File: config.mk
export PLATFORM = sky130hd
export DESIGN_NAME = serial_adder32
export DESIGN_NICKNAME = d
export VERILOG_FILES = /design/src/rtl/serial_adder32.sv
export SDC_FILE = /design/constraint.sdc
export NUM_CORES = 1
export LEC_CHECK = 0
export ABC_CLOCK_PERIOD_IN_PS = 2600
export CORE_ASPECT_RATIO = 2
export CORE_MARGIN = 4
export CORE_UTILIZATION = 50
export CTS_BUF_LIST = sky130_fd_sc_hd__clkbuf_4
export CTS_CLUSTER_SIZE = 20
export DETAILED_ROUTE_END_ITERATION = 16
export MAX_ROUTING_LAYER = met4
export PLACE_DENSITY = 0.8
export SETUP_SLACK_MARGIN = 0.15
export SYNTH_ARGS = -nofsm -noshare
export SYNTH_HDL_FRONTEND = slang
export SYNTH_SLANG_ARGS = --single-unit
File: constraint.sdc
create_clock -name clk -period 2.6 [get_ports clk]
set_input_delay 0.39 -clock clk [delete_from_list [all_inputs] [get_ports clk]]
set_output_delay 0.39 -clock clk [all_outputs]
set_load 0.02 [all_outputs]
File: src/rtl/serial_adder32.sv
// Multi-cycle 32-bit adder: adds CHUNK bits per clock through a registered carry,
// behind a start/done handshake (IDLE -> RUN for 32/CHUNK cycles -> DONE).
module serial_adder32 #(
  parameter int CHUNK = 1
) (
  input  logic        clk,
  input  logic        rst_n,
  input  logic        start,
  input  logic [31:0] a,
  input  logic [31:0] b,
  input  logic        cin,
  output logic        ready,
  output logic        busy,
  output logic        done,
  output logic [31:0] sum,
  output logic        cout,
  output logic        ovf
);

  localparam int N  = 32 / CHUNK;
  localparam int CW = (N > 1) ? $clog2(N) : 1;

  generate
    if (!(CHUNK == 1 || CHUNK == 2 || CHUNK == 4 || CHUNK == 8 ||
          CHUNK == 16 || CHUNK == 32)) begin : g_bad_chunk
      $error("serial_adder32: CHUNK must be 1, 2, 4, 8, 16 or 32");
    end
  endgenerate

  typedef enum logic [1:0] {IDLE, RUN, DONE} state_t;

  state_t          state_reg, state_next;
  logic [31:0]     a_reg, b_reg, sum_reg;
  logic            carry_reg, cout_reg, ovf_reg;
  logic [CW-1:0]   cnt_reg;

  logic [CHUNK:0]  chunk_sum;
  logic [31:0]     a_shift, b_shift, sum_shift;
  logic            carry_into_msb;
  logic            last_chunk;

  assign chunk_sum = {1'b0, a_reg[CHUNK-1:0]} + {1'b0, b_reg[CHUNK-1:0]}
                   + (CHUNK+1)'(carry_reg);
  // Carry into the chunk's top bit, recovered from its sum bit; on the final chunk this is bit 31.
  assign carry_into_msb = chunk_sum[CHUNK-1] ^ a_reg[CHUNK-1] ^ b_reg[CHUNK-1];
  assign last_chunk = (cnt_reg == CW'(N - 1));

  generate
    if (CHUNK == 32) begin : g_full
      assign a_shift   = '0;
      assign b_shift   = '0;
      assign sum_shift = chunk_sum[31:0];
    end else begin : g_part
      assign a_shift   = {{CHUNK{1'b0}}, a_reg[31:CHUNK]};
      assign b_shift   = {{CHUNK{1'b0}}, b_reg[31:CHUNK]};
      assign sum_shift = {chunk_sum[CHUNK-1:0], sum_reg[31:CHUNK]};
    end
  endgenerate

  always_comb begin
    state_next = state_reg;
    ready      = 1'b0;
    busy       = 1'b0;
    done       = 1'b0;
    case (state_reg)
      IDLE: begin
        ready = 1'b1;
        if (start) state_next = RUN;
      end
      RUN: begin
        busy = 1'b1;
        if (last_chunk) state_next = DONE;
      end
      DONE: begin
        ready      = 1'b1;
        done       = 1'b1;
        state_next = start ? RUN : IDLE;
      end
      default: state_next = IDLE;
    endcase
  end

  always_ff @(posedge clk or negedge rst_n) begin
    if (!rst_n) begin
      state_reg <= IDLE;
    end else begin
      state_reg <= state_next;
    end
  end

  always_ff @(posedge clk or negedge rst_n) begin
    if (!rst_n) begin
      a_reg     <= '0;
      b_reg     <= '0;
      sum_reg   <= '0;
      carry_reg <= 1'b0;
      cout_reg  <= 1'b0;
      ovf_reg   <= 1'b0;
      cnt_reg   <= '0;
    end else begin
      case (state_reg)
        IDLE, DONE: begin
          if (start) begin
            a_reg     <= a;
            b_reg     <= b;
            carry_reg <= cin;
            cnt_reg   <= '0;
          end
        end
        RUN: begin
          a_reg     <= a_shift;
          b_reg     <= b_shift;
          sum_reg   <= sum_shift;
          carry_reg <= chunk_sum[CHUNK];
          cnt_reg   <= cnt_reg + CW'(1);
          if (last_chunk) begin
            cout_reg <= chunk_sum[CHUNK];
            ovf_reg  <= chunk_sum[CHUNK] ^ carry_into_msb;
          end
        end
        default: ;
      endcase
    end
  end

  assign sum  = sum_reg;
  assign cout = cout_reg;
  assign ovf  = ovf_reg;

endmodule
# Yosys cells after proc, flatten, opt, wreduce, memory -nomap -nowiden
# Cells that the tools add are included.
[totals]
register_bits = 106
out_inout_bits = 37
word_cells = 41
inputBits = 68
[classes]
n_bitwise = 3
addsub = 3
reduce_logical = 6
n_eq_ne = 6
mux = 15
[ops]
columns = ["operator", "count"]
rows = [
  ["$pmux 32 s2", 2],
  ["$mux 32", 2],
  ["$pmux 5 s2", 1],
  ["$pmux 2 s3", 1],
  ["$reduce_and 2->1", 3],
  ["$add 5x1->5 const B", 1],
  ["$eq 5x5->1 const B", 1],
  ["$mux 1", 5],
  ["$mux 5", 1],
  ["$mux 2", 2],
  ["$ne 2x2->1 const B", 2],
  ["$xor 1x1->1", 3],
  ["$add 1x1->2", 1],
  ["$add 2x1->2", 1],
  ["$eq 2x1->1 const B", 1],
  ["$eq 2x2->1 const B", 1],
  ["$logic_not 2->1", 1],
  ["$ne 2x1->1 const B", 1],
  ["$pmux 1 s2", 1],
  ["$reduce_bool 2->1", 1],
  ["$reduce_or 2->1", 1],
]

# Logic depth before layout (Yosys ltp)
[depth]
ltp_word = 5
mapped_depth = 6
mapped_depth_nobuf = 5

# Worst setup path before layout
# No wires, ideal clock.
[synth_path]
path_kind = "reg-to-reg"
from = "register cnt_reg[0]"
to = "register cout_reg (netlist: cout)"
required_time_ns = 2.475
arrival_ns = 1.363
slack_ns = 1.112
n_path_buf = 0
path_stages_with_launch = 6
path_cell_list = "dfrtp_1 ha_1 and3_1 ha_1 and2_1 mux2_2"
[synth_via]
elab_chain_cells = 2
[synth_rtl]
columns = ["item", "line_no", "text"]
rows = [
  ["start: declaration", "35", "logic [CW-1:0] cnt_reg;"],
  ["start signal: assignment", "115", "cnt_reg <= cnt_reg + CW'(1);"],
  ["$eq 5x5->1", "46", "assign last_chunk = (cnt_reg == CW'(N - 1));"],
  ["$reduce_and 2->1 (no source line)", "--", ""],
  ["end signal: assignment", "117", "cout_reg <= chunk_sum[CHUNK];"],
  ["end: declaration", "34", "logic carry_reg, cout_reg, ovf_reg;"],
]
# Every way passes these cells.
# A chain may end at the register's enable or synchronous reset.

# Worst setup path after layout
[layout_path]
from = "register state_reg[0]"
to = "output port busy"
[layout_via]
elab_chain_cells = 2
[layout_rtl]
columns = ["item", "line_no", "text"]
rows = [
  ["start: declaration", "32", "state_t state_reg, state_next;"],
  ["start signal: assignment", "87", "state_reg <= state_next;"],
  ["$eq 2x1->1", "65", "case (state_reg)"],
  ["$mux 1", "65", ""],
  ["end: declaration", "13", "output logic busy,"],
]
# Every way passes these cells.

==> reports/results.tsv <==
stage	metric	value	unit
run_status	status	finished clean	
sta	Slew Limit Fails	0	
global_route	total grt overflow	0	
clock_tree	Clk Latency, worst-skew pair	440	ps
sta	worst clock skew	13.69	ps
die	Ports	105	
sta	worst slew margin relative to its limit	0.3554	
synthesis	Syn Nets	529	
global_route	global routing usage on met1	0.2726	
synthesis	biggest area consumer among synthesized cells	dfrtp_1	
placement	DP Wirelength	7498	microns
routing	DR vias/cell	5.524	
clock_tree	Worst-path clk slew	150	ps
layout	final net count	621	
synthesis	asr flop ratio synth	1.000	
worst_setup_path	worst endpoint required time	2210	ps
power_and_ir_drop	PD cells	1155	nW/um^2
global_route	GRT Max-Usage Layer	met2	
synthesis	Post-synth EDFFs	0	
clock_tree	H-tree levels	3	
routing	DRT Wirelength	10640	microns
routing	Avg WL per Cell	16.21	microns
worst_setup_path	CP max stage cell	clkdlybuf4s50_1	
synthesis	Post-Synth Adder-Cell Area	0.01009	
sta	RSZ-0062 raised after global routing	no	
worst_setup_path	CP Capture Type	output pin	
die	core area	8648	sq um
die	row count	48	
synthesis	Mapped Area	4466	sq um
worst_setup_path	Slowest Stage Delay on Critical Path	640	ps
power_and_ir_drop	Comb power frac	0.444	
layout	final instance area	5722	sq um
global_route	initial antenna violation count	1	
sta	Setup Viol. Count Final	0	
placement	Final GP Congestion	0.7874	
clock_tree	TritonCTS Sinks	106	
routing	vias	3624	
min_path	Hold Path Class	in2async	
synthesis	Syn Area/Cell	9.750	sq um
die	total die area	10600	sq um
worst_setup_path	Worst EP arrival	1760	ps
synthesis	Seq/Total Area, Yosys	0.5940	
synthesis	Synth Area in Simple Gates	0.2197	
worst_setup_path	Worst R2R End	cnt_reg[2]	
synthesis	largest family of logic cells by synthesized area	simple AND/OR/NAND/NOR gates	
global_route	Total Routing Usage GR	0.2200	
sta	fin crit share	0.8287	
worst_setup_path	endpoint of the worst setup timing path	busy	
clock_tree	clock tree from TritonCTS	built	
clock_tree	clock buffer count from CTS	9	
global_route	met2 usage	0.3560	
sta	Final min period	2155	ps
routing	ANT nets after route	0	
job	Max Cap Viol	0	
synthesis	Synth Warn #	0	
synthesis	compound-cell area share of the yosys netlist	0.1199	
worst_setup_path	Crit Path Max Fanout	5	
synthesis	Syn Inst Count	458	
routing	first drt pass iteration count	5	
sta	fmax	464.1	MHz
worst_setup_path	reg-to-reg startpoint	state_reg[0]	
synthesis	Distinct cells, synth	26	
synthesis	Post-synth top cells	nand2_1, dfrtp_1, nand3_1	
power_and_ir_drop	clock power share	0.123	
placement	DP Area	5577	sq um
sta	Worst-Margin Slew	966.9	ps
worst_setup_path	WS Path Type	reg2out	
layout	area of the multi-input gates	1637	sq um
sta	setup tns final	0	ps
power_and_ir_drop	static leakage	0.002759	uW
power_and_ir_drop	sequential share of power	0.433	
synthesis	Seq cells post-synth	106	
layout	layout cell share with drive strength beyond 1	0.05766	
global_route	met3 usage	0.04184	
worst_setup_path	critical path cell sequence	nand2b_4 > clkinv_2 > clkdlybuf4s50_1	
routing	Iter 0 DRT Violations	299	
worst_setup_path	Critical Path Start	state_reg[0]	
power_and_ir_drop	Pint	3963	uW
die	DIE WIDTH	74.83	microns
synthesis	Most used DFF post-synth	dfrtp_1	
synthesis	xor/xnor share of the synthesized area	0.005884	
worst_setup_path	startpoint types	flip-flop	
worst_setup_path	worst reg-to-reg path cell count	4	
synthesis	mux contribution to synthesized area	0.007005	
power_and_ir_drop	switching power	2647	uW
global_route	largest net degree at the start of global routing	102	
layout	Sequential cell area	2653	sq um
clock_tree	post-CTS resize count	0	
clock_tree	root buf cell	clkbuf_4	
synthesis	most frequent cell after synthesis	nand2_1	
sta	final hold viol count	0	
worst_setup_path	flop2flop setup slack	740	ps
die	Die Ht	141.7	microns
power_and_ir_drop	sw frac	0.4004	
synthesis	Synth area leaders	dfrtp_1, nand2_1, a22oi_1	
placement	port buffer count	104	
clock_tree	Clock Path Buffers	2	
layout	number of filler cells placed in the layout	721	
global_route	wire length of the first global-routing pass	17530	microns
power_and_ir_drop	Peak VDD IR	0.6054	mV
die	Starting Density	0.5163	
layout	Syn-to-layout area delta	28.13	%
global_route	vias in the first global route	3658	
synthesis	Synth top area share	0.5940	
routing	DR DRC count	0	
-- worst min-delay path by stage --
stage                  to  slack (ps)
6_report        a_reg[14]         490
5_1_grt         b_reg[16]         500
4_1_cts        cnt_reg[3]         490
3_5_place_dp    a_reg[14]         460
3_3_place_gp    a_reg[11]         460
2_1_floorplan    a_reg[0]          90
-- critical path, delay by kind of cell (launching register included) --
| family | cells | cell delay (ps) |
|---|---|---|
| flip-flops | 1 | 530 |
| AND/OR/NAND/NOR | 1 | 90 |
| buffers and inverters | 2 | 710 |
-- kinds of logic (layout without fill, tap and decap cells) --
family,after synthesis,in the layout
flip-flops,106,106
adder cells (fa/ha/maj),3,3
AO/OA/AOI/OAI,72,72
AND/OR/NAND/NOR,233,233
buffers and inverters,38,135
XOR/XNOR,3,3
multiplexers,3,3
other,0,1
-- layout by cell type, fill, tap and decap left out, types with 3 or more instances in the layout --
cell,n
nand2_1,160
dfrtp_1,106
clkdlybuf4s50_1,103
nand3_1,64
a22oi_1,63
buf_4,11
clkbuf_4,10
a22o_1,4
xnor2_1,3
clkinv_1,3
-- layer usage --
metal | vias to the layer above | routed length, microns
met5 | - | 0
li1 | 1747 | -
met4 | 0 | 170
met3 | 12 | 413
met2 | 100 | 6072
met1 | 1765 | 3978
-- layout make-up --
type                            instances  share of cell area
Sequential cell                       106              0.4636
Multi-Input combinational cell        314              0.2860
Timing Repair Buffer                  117              0.2034
Tap cell                              100             0.02187
Clock buffer                           10             0.01312
Clock inverter                          6             0.01006
Inverter                                2            0.001531
Antenna cell                            1           0.0004373
-- through the flow --
stage               std cells  hold WS [ps]    util  total power, uW  setup WS, ps
floorplan                 458         94.41       -             4757          1112
global placement          638         456.1  0.6448             5706         760.4
detailed placement        638         460.6  0.6448             5880         703.0
CTS                       655         492.0  0.6613             6681         390.8
global route              656         498.4  0.6616             7131         339.7
finish                    656         487.9  0.6616             6610         445.3
-- power groups by stage --
stage	clock, uW	combinational (uW)	sequential [uW]
6_report	813	2940	2860
3_5_place_dp	0	2980	2900
3_3_place_gp	0	2850	2860
4_1_cts	834	2980	2860
2_1_floorplan	0	1700	3060
5_1_grt	900	3280	2950
-- repair_timing --
| action | in CTS | in global routing |
|---|---|---|
| endpoints found under the hold margin | 49 | 0 |
| setup buffers | 0 | 0 |
| hold buffers | 1 | 0 |
Power figures use the tool's default switching activity.
